File: src/rtl/rl_seq_pkg.sv
// rl_seq_pkg: state encoding, default sizes and counter-width helper shared by
// the RL policy-path sequencer and its beat counters.
package rl_seq_pkg;
    typedef enum logic [2:0] {
        IDLE,
        S1_RUN,
        S2_RUN,
        S3_RUN,
        CMP_ISSUE,
        CMP_WAIT
    } state_t;

    localparam int S2_BEATS_DEF = 256;
    localparam int S3_BEATS_DEF = 2;
    localparam int TIMEOUT_DEF  = 4095;
    localparam int S2_CW_DEF    = $clog2(S2_BEATS_DEF);
    localparam int WD_W_DEF     = $clog2(TIMEOUT_DEF + 1);

    function automatic int cnt_width(input int n);
        return n > 1 ? $clog2(n) : 1;
    endfunction
endpackage

File: src/rtl/rl_layer_sequencer_counter.sv
// rl_beat_counter: modulo-N beat counter; last flags the beat that completes
// a block of N so the caller can advance in the same cycle.
module rl_beat_counter
    import rl_seq_pkg::*;
#(
    parameter int N = 2,
    localparam int W = cnt_width(N)
) (
    input  logic         sys_clk,
    input  logic         sys_rst,
    input  logic         en,
    input  logic         clr,
    output logic [W-1:0] count,
    output logic         last
);
    assign last = en && count == W'(N - 1);

    always_ff @(posedge sys_clk or posedge sys_rst) begin
        if (sys_rst) count <= '0;
        else if (clr) count <= '0;
        else if (en) count <= last ? '0 : count + 1'b1;
    end
endmodule

File: src/rtl/rl_layer_sequencer.sv
// rl_layer_sequencer: sequences stage-1/2/3 GEMMs and the fp16 compare for one
// inference. Define RL_SEQ_WATCHDOG_EN to build the progress watchdog and err flag.
module rl_layer_sequencer
    import rl_seq_pkg::*;
#(
    parameter int S2_BEATS = S2_BEATS_DEF,
    parameter int S3_BEATS = S3_BEATS_DEF,
    parameter int WIDTH    = 16,
    parameter int TIMEOUT  = TIMEOUT_DEF
) (
    input  logic             sys_clk,
    input  logic             sys_rst,
    input  logic             trig,
    output logic             busy,
    output logic             done,
    output logic             action,
    output logic             err,
    output logic             s1_trig,
    input  logic             s1_ovalid,
    output logic             s2_gvalid,
    output logic             s2_ivalid,
    input  logic             s2_ovalid,
    output logic             s3_gvalid,
    output logic             s3_ivalid,
    input  logic             s3_ovalid,
    input  logic [WIDTH-1:0] s3_out,
    output logic [WIDTH-1:0] cmp_a,
    output logic [WIDTH-1:0] cmp_b,
    output logic             cmp_valid,
    input  logic             cmp_ready,
    input  logic             cmp_rvalid,
    input  logic             cmp_index
);
    localparam int S2_CW = cnt_width(S2_BEATS);
    localparam int S3_CW = cnt_width(S3_BEATS);

    state_t state_q, nxt, state_d;
    logic s2_en_q, s3_en_q, s1_trig_q, done_q, action_q;
    logic [WIDTH-1:0] cmp_a_q, cmp_b_q;
    logic start, s2_beat, s3_beat, s2_last, s3_last, timeout;
    logic [S2_CW-1:0] s2_cnt_unused;
    logic [S3_CW-1:0] s3_cnt;

    assign start     = state_q == IDLE && trig;
    assign s2_beat   = state_q == S2_RUN && s2_ovalid;
    assign s3_beat   = state_q == S3_RUN && s3_ovalid;
    // Enables are decoded combinationally so each stage sees its first beat with zero added latency.
    assign s2_gvalid = (state_q == S1_RUN && s1_ovalid) || s2_en_q;
    assign s2_ivalid = s2_gvalid;
    assign s3_gvalid = s2_last || s3_en_q;
    assign s3_ivalid = s3_gvalid;
    assign busy      = state_q != IDLE;
    assign cmp_valid = state_q == CMP_ISSUE;
    assign s1_trig   = s1_trig_q;
    assign done      = done_q;
    assign action    = action_q;
    assign cmp_a     = cmp_a_q;
    assign cmp_b     = cmp_b_q;

    rl_beat_counter #(.N(S2_BEATS)) u_s2_cnt (
        .sys_clk(sys_clk), .sys_rst(sys_rst), .en(s2_beat), .clr(state_q == IDLE),
        .count(s2_cnt_unused), .last(s2_last)
    );

    rl_beat_counter #(.N(S3_BEATS)) u_s3_cnt (
        .sys_clk(sys_clk), .sys_rst(sys_rst), .en(s3_beat), .clr(state_q == IDLE),
        .count(s3_cnt), .last(s3_last)
    );

    always_comb begin
        nxt = state_q;
        unique case (state_q)
            IDLE:      nxt = trig ? S1_RUN : IDLE;
            S1_RUN:    nxt = s1_ovalid ? S2_RUN : S1_RUN;
            S2_RUN:    nxt = s2_last ? S3_RUN : S2_RUN;
            S3_RUN:    nxt = s3_last ? CMP_ISSUE : S3_RUN;
            CMP_ISSUE: nxt = cmp_ready ? CMP_WAIT : CMP_ISSUE;
            CMP_WAIT:  nxt = cmp_rvalid ? IDLE : CMP_WAIT;
            default:   nxt = IDLE;
        endcase
    end

    assign state_d = timeout ? IDLE : nxt;

    always_ff @(posedge sys_clk or posedge sys_rst) begin
        if (sys_rst) begin
            state_q   <= IDLE;
            s2_en_q   <= 1'b0;
            s3_en_q   <= 1'b0;
            s1_trig_q <= 1'b0;
            done_q    <= 1'b0;
            action_q  <= 1'b0;
            cmp_a_q   <= '0;
            cmp_b_q   <= '0;
        end else begin
            state_q   <= state_d;
            s2_en_q   <= state_d == S2_RUN;
            s3_en_q   <= state_d == S3_RUN;
            s1_trig_q <= start;
            done_q    <= state_q == CMP_WAIT && cmp_rvalid;
            if (state_q == CMP_WAIT && cmp_rvalid) action_q <= cmp_index;
            if (s3_beat && s3_cnt == '0) cmp_a_q <= s3_out;
            if (s3_last) cmp_b_q <= s3_out;
        end
    end

`ifdef RL_SEQ_WATCHDOG_EN
    localparam int WD_W = cnt_width(TIMEOUT + 1);
    logic [WD_W-1:0] wd_q;
    logic err_q, progress;

    assign progress = nxt != state_q || s2_beat || s3_beat;
    assign timeout  = state_q != IDLE && !progress && wd_q == WD_W'(TIMEOUT - 1);
    assign err      = err_q;

    always_ff @(posedge sys_clk or posedge sys_rst) begin
        if (sys_rst) begin
            wd_q  <= '0;
            err_q <= 1'b0;
        end else begin
            wd_q  <= (state_q == IDLE || progress) ? '0 : wd_q + 1'b1;
            err_q <= timeout || (err_q && !start);
        end
    end
`else
    localparam int TIMEOUT_UNUSED = TIMEOUT;
    assign timeout = 1'b0;
    assign err     = 1'b0;
`endif
endmodule

File: config.mk
export PLATFORM = sky130hd
export DESIGN_NAME = rl_layer_sequencer
export DESIGN_NICKNAME = d
export VERILOG_FILES = /design/src/rtl/rl_seq_pkg.sv /design/src/rtl/rl_layer_sequencer_counter.sv /design/src/rtl/rl_layer_sequencer.sv
export SDC_FILE = /design/constraint.sdc
export NUM_CORES = 1
export LEC_CHECK = 0
export CORE_ASPECT_RATIO = 1.25
export CORE_MARGIN = 8
export CORE_UTILIZATION = 45
export DETAILED_ROUTE_END_ITERATION = 8
export PLACE_DENSITY = 0.77
export SLEW_MARGIN = 30
export SYNTH_ARGS = -nofsm -noshare
export SYNTH_HDL_FRONTEND = slang
export SYNTH_SLANG_ARGS = --single-unit
File: constraint.sdc
create_clock -name sys_clk -period 2.1 [get_ports sys_clk]
set_clock_uncertainty 0.2 [all_clocks]
set_input_delay 0.42 -clock sys_clk [delete_from_list [all_inputs] [get_ports sys_clk]]
set_output_delay 0.42 -clock sys_clk [all_outputs]
set_load 0.02 [all_outputs]
==> results.txt, run 1 <==
The flow ran to the end, and the final reports show no timing, DRC or antenna violations. The logs give 1.43 nW for the leakage power total and 2 for the total number of H-tree levels. The clock slew seen by the registers of the worst setup and hold paths is 0.09 ns. The worst register-to-register path ends at cmp_a[1]. The first routing iteration left 113 violations.

The count of buffers added on input and output ports is 65. CTS placed an instance of clkbuf_8 at the clock tree root. No sink is reached through more buffers than the 2 on the longest clock path.

The share of the Yosys chip area taken by registers is 55.8%. The count of final setup violators was 0; the number of max-slew violations in the final report was 0. The cell count after synthesis came out at 160. After detailed routing, the number of remaining DRC violations is 0. The synthesized cell area is 0.00220 sq mm. The share of synthesized registers carrying an async set or reset came out at 100%.

dfrtp_1 takes more of the synthesized area than any other cell. The master of the slowest instance on the critical path is dfrtp_1. The number of iterations in the first detailed-routing pass was 4.

Traced cell by cell, the critical path runs through ha_2, nand3_2, nor3_2, or2_4, buf_4. The depth of the worst register-to-register path works out to 6. The top fanout value on the critical path is 3, and the data required time of the worst path is 1.48 ns. The count of buffer and inverter cells on the critical path was 1; the die boundary width was 78.5 um. The worst-case vdd ir drop is 0.863 mV, and the synthesized area per cell is 13.7 sq um. In the synthesized netlist the dominant register cell turns out to be dfrtp_1.

The placeable core region came out at 0.00473 sq mm. The worst setup path is launched from a flip-flop. The tools report the worst setup slack before clock tree synthesis as -0.529 ns. For this design the ratio of total power to cell area is 1470 mW/mm^2. The via count of the first global-routing pass is 1669, and the stage delay of the slowest cell on the critical path is 0.36 ns. The final wirelength was 4980 um. The worst path in the final design needs a cycle of 2.03 ns, including I/O delays and setup.

The number of enable flip-flop cells after synthesis was 0; the maximum achievable frequency was 493 MHz. The top cell type by area accounts for 55.8% of the synthesized area. The synthesized flop and latch total works out to 49.

The cell family contributing the most delay on the critical path is simple AND/OR/NAND/NOR gates. The final antenna diode count came out at 0. The final layout contains 275 nets. Yosys mapped the design onto 43 distinct sky130hd cell types.

The critical path class was flip-flop to output port. The number of hold buffers added after CTS was 0. The logs give 0 for the final number of hold-violating endpoints and 298 for the number of cells in the design after placement.

The floorplan step set the die height to 94.1 um. For this run the aggregate overflow at the end of global routing stands at 0. The first global-routing pass estimated 8310 um of wire. The setup check on the worst reg-to-reg path leaves a slack of 0.16 ns. The tools report the power after layout as 4.70 mW.

The number of core rows was 28. In the final routed layout, each cell accounts on average for 16.0 um. After the flow finishes, the layout carries non-filler instances totaling 310. The logs give 0.30 ns for the clock insertion delay at the later pin of the skew report and 0 for the synthesis warning total. For this design the top-level I/O count stands at 67. For the net count after synthesis, the log shows 186. The origin of the critical flop-to-flop path was state_q[1]. Yosys attributes the largest share of cell area to dfrtp_1 56%, mux2_2 12%, mux2_4 6.8%.

Layout-stage area growth over the synthesis result: 45.4%. The category of the worst setup path capture point is an output port. The ratio of routed vias to standard cells was 5.01; the least setup slack across all paths after layout was 0.0699 ns. The logs give 0.776 for the routability congestion estimate and 5 for the number of buffers created by CTS. The run gives 0.00738 sq mm as the die footprint. The min-delay analysis places its worst path in the category input pin to async pin. The tree built by TritonCTS fans out to 49 sinks. The final critical path takes up 96.7% of the cycle. TritonCTS built the clock tree. The commonest cells after synthesis are 49 x dfrtp_1, 23 x mux2_2, 10 x mux2_4, 9 x nand2_1, 9 x nor2_1. The initial antenna violation count was 0. The tool flagged a number of max-cap violations equal to 0. The HPWL after detailed placement is 3650 um, and the total number of vias is 1552. The logs give 0 for the final antenna-violating net count and 46.4% for the initial core utilization. The total routing resource utilization after global routing is 14.1%.

Critical path arrival: 1.41 ns. Most frequent cell after synthesis: dfrtp_1. The share of post-route cells with drive strength above 1 is 35.6%. Entering global routing, the biggest net connects 50 pins.
==> timing repair <==
action | CTS | global route
setup endpoints to repair | 6 | 6
pin swaps | 2 | 4
resized for setup | 23 | 6
buffers inserted | 1 | 3
==> worst min-delay path, stage by stage <==
cell and delay (ns):
clkdlybuf4s50_1 0.41, inv_2 0.07, buf_12 0.25
==> logic make-up (layout without fill, tap and decap cells) <==
logic type,after synthesis,count (layout),share of synthesized area (%)
flops,49,49,55.8
mux,34,34,19.1
buf+inv,14,104,4.39
compound gates,18,18,6.67
fa+ha+maj,1,1,0.570
simple gates,38,38,11.3
xor+xnor,5,5,1.99
other cells,1,1,0.171
==> metal layers <==
metal | global-route usage (%) | routed length, um | vias to the layer above
met5 | 0 | 0 | -
met4 | 2.79 | 40 | 0
met3 | 6.80 | 429 | 4
met2 | 23.7 | 2590 | 44
met1 | 16.0 | 1920 | 768
li1 | - | - | 736
==> power by group <==
| group | switching (mW) | internal, mW | total [mW] |
|---|---|---|---|
| clock | 0.303 | 0.473 | 0.776 |
| sequential | 0.205 | 1.32 | 1.53 |
| combinational | 1.13 | 1.26 | 2.39 |
| total | 1.64 | 3.06 | 4.70 |
==> layout by cell type, fill, tap and decap left out, types with 3 or more instances in the layout <==
master / n
mux2_4: 10
clkdlybuf4s50_1: 58
inv_1: 3
nor2_1: 9
nand2_1: 9
o21ai_0: 3
xor2_1: 3
mux2_2: 23
dfrtp_1: 49
clkbuf_8: 5
buf_4: 26
==> cell type report <==
cell class	instances	area (sq um)
clock buffers	5	68.8
inverters	5	18.8
clock inverters	3	65.1
repair buffers	91	845
multi-input cells	97	893
flip-flops and latches	49	1230
fillers	356	1540
well taps	60	75.1
==> how the worst max path moves through the flow <==
stage	cells past startpoint	to	from	slack, ns
after floorplan	5	s3_ivalid	u_s2_cnt.count[0]	0.07
after global placement	5	s3_ivalid	s2_ovalid	-0.51
after detailed placement	5	s3_ivalid	s2_ovalid	-0.53
after CTS	4	busy	state_q[0]	0.00009
after global routing	5	s3_gvalid	u_s2_cnt.count[1]	-0.009
final	5	s3_ivalid	u_s2_cnt.count[1]	0.07
==> sequential cells by signal, summed over array words and instances (netlist names) <==
register	flops
s2_en_q	1
u_s2_cnt.count	8
cmp_b	16
s3_en_q	1
s1_trig	1
cmp_a	16
action	1
state_q	3
u_s3_cnt.count	1
done	1
==> per-stage QoR <==
| step | utilization, % | TNS, ns | hold WS, ns | instance area [sq um] |
|---|---|---|---|---|
| CTS | 67.4 | 0 | 0.278 | 3190 |
| global placement | 64.3 | -2.02 | 0.287 | 3040 |
| global route | 67.5 | -0.0173 | 0.284 | 3190 |
| detailed placement | 64.3 | -2.55 | 0.293 | 3040 |
| finish | 67.5 | 0 | 0.268 | 3190 |
| floorplan | - | 0 | 0.301 | 2200 |
No activity file was read; power rests on OpenSTA's default activity.
==> inputs of run 2 (changes only) <==
--- a/config.mk
+++ b/config.mk
@@ -8,6 +8,7 @@
 export CORE_ASPECT_RATIO = 1.25
 export CORE_MARGIN = 8
 export CORE_UTILIZATION = 45
+export CTS_CLUSTER_SIZE = 14
 export DETAILED_ROUTE_END_ITERATION = 8
 export PLACE_DENSITY = 0.77
 export SLEW_MARGIN = 30
==> results of run 2 <==
Same layout as run 1: the final DEF is identical, and so are final timing and power.
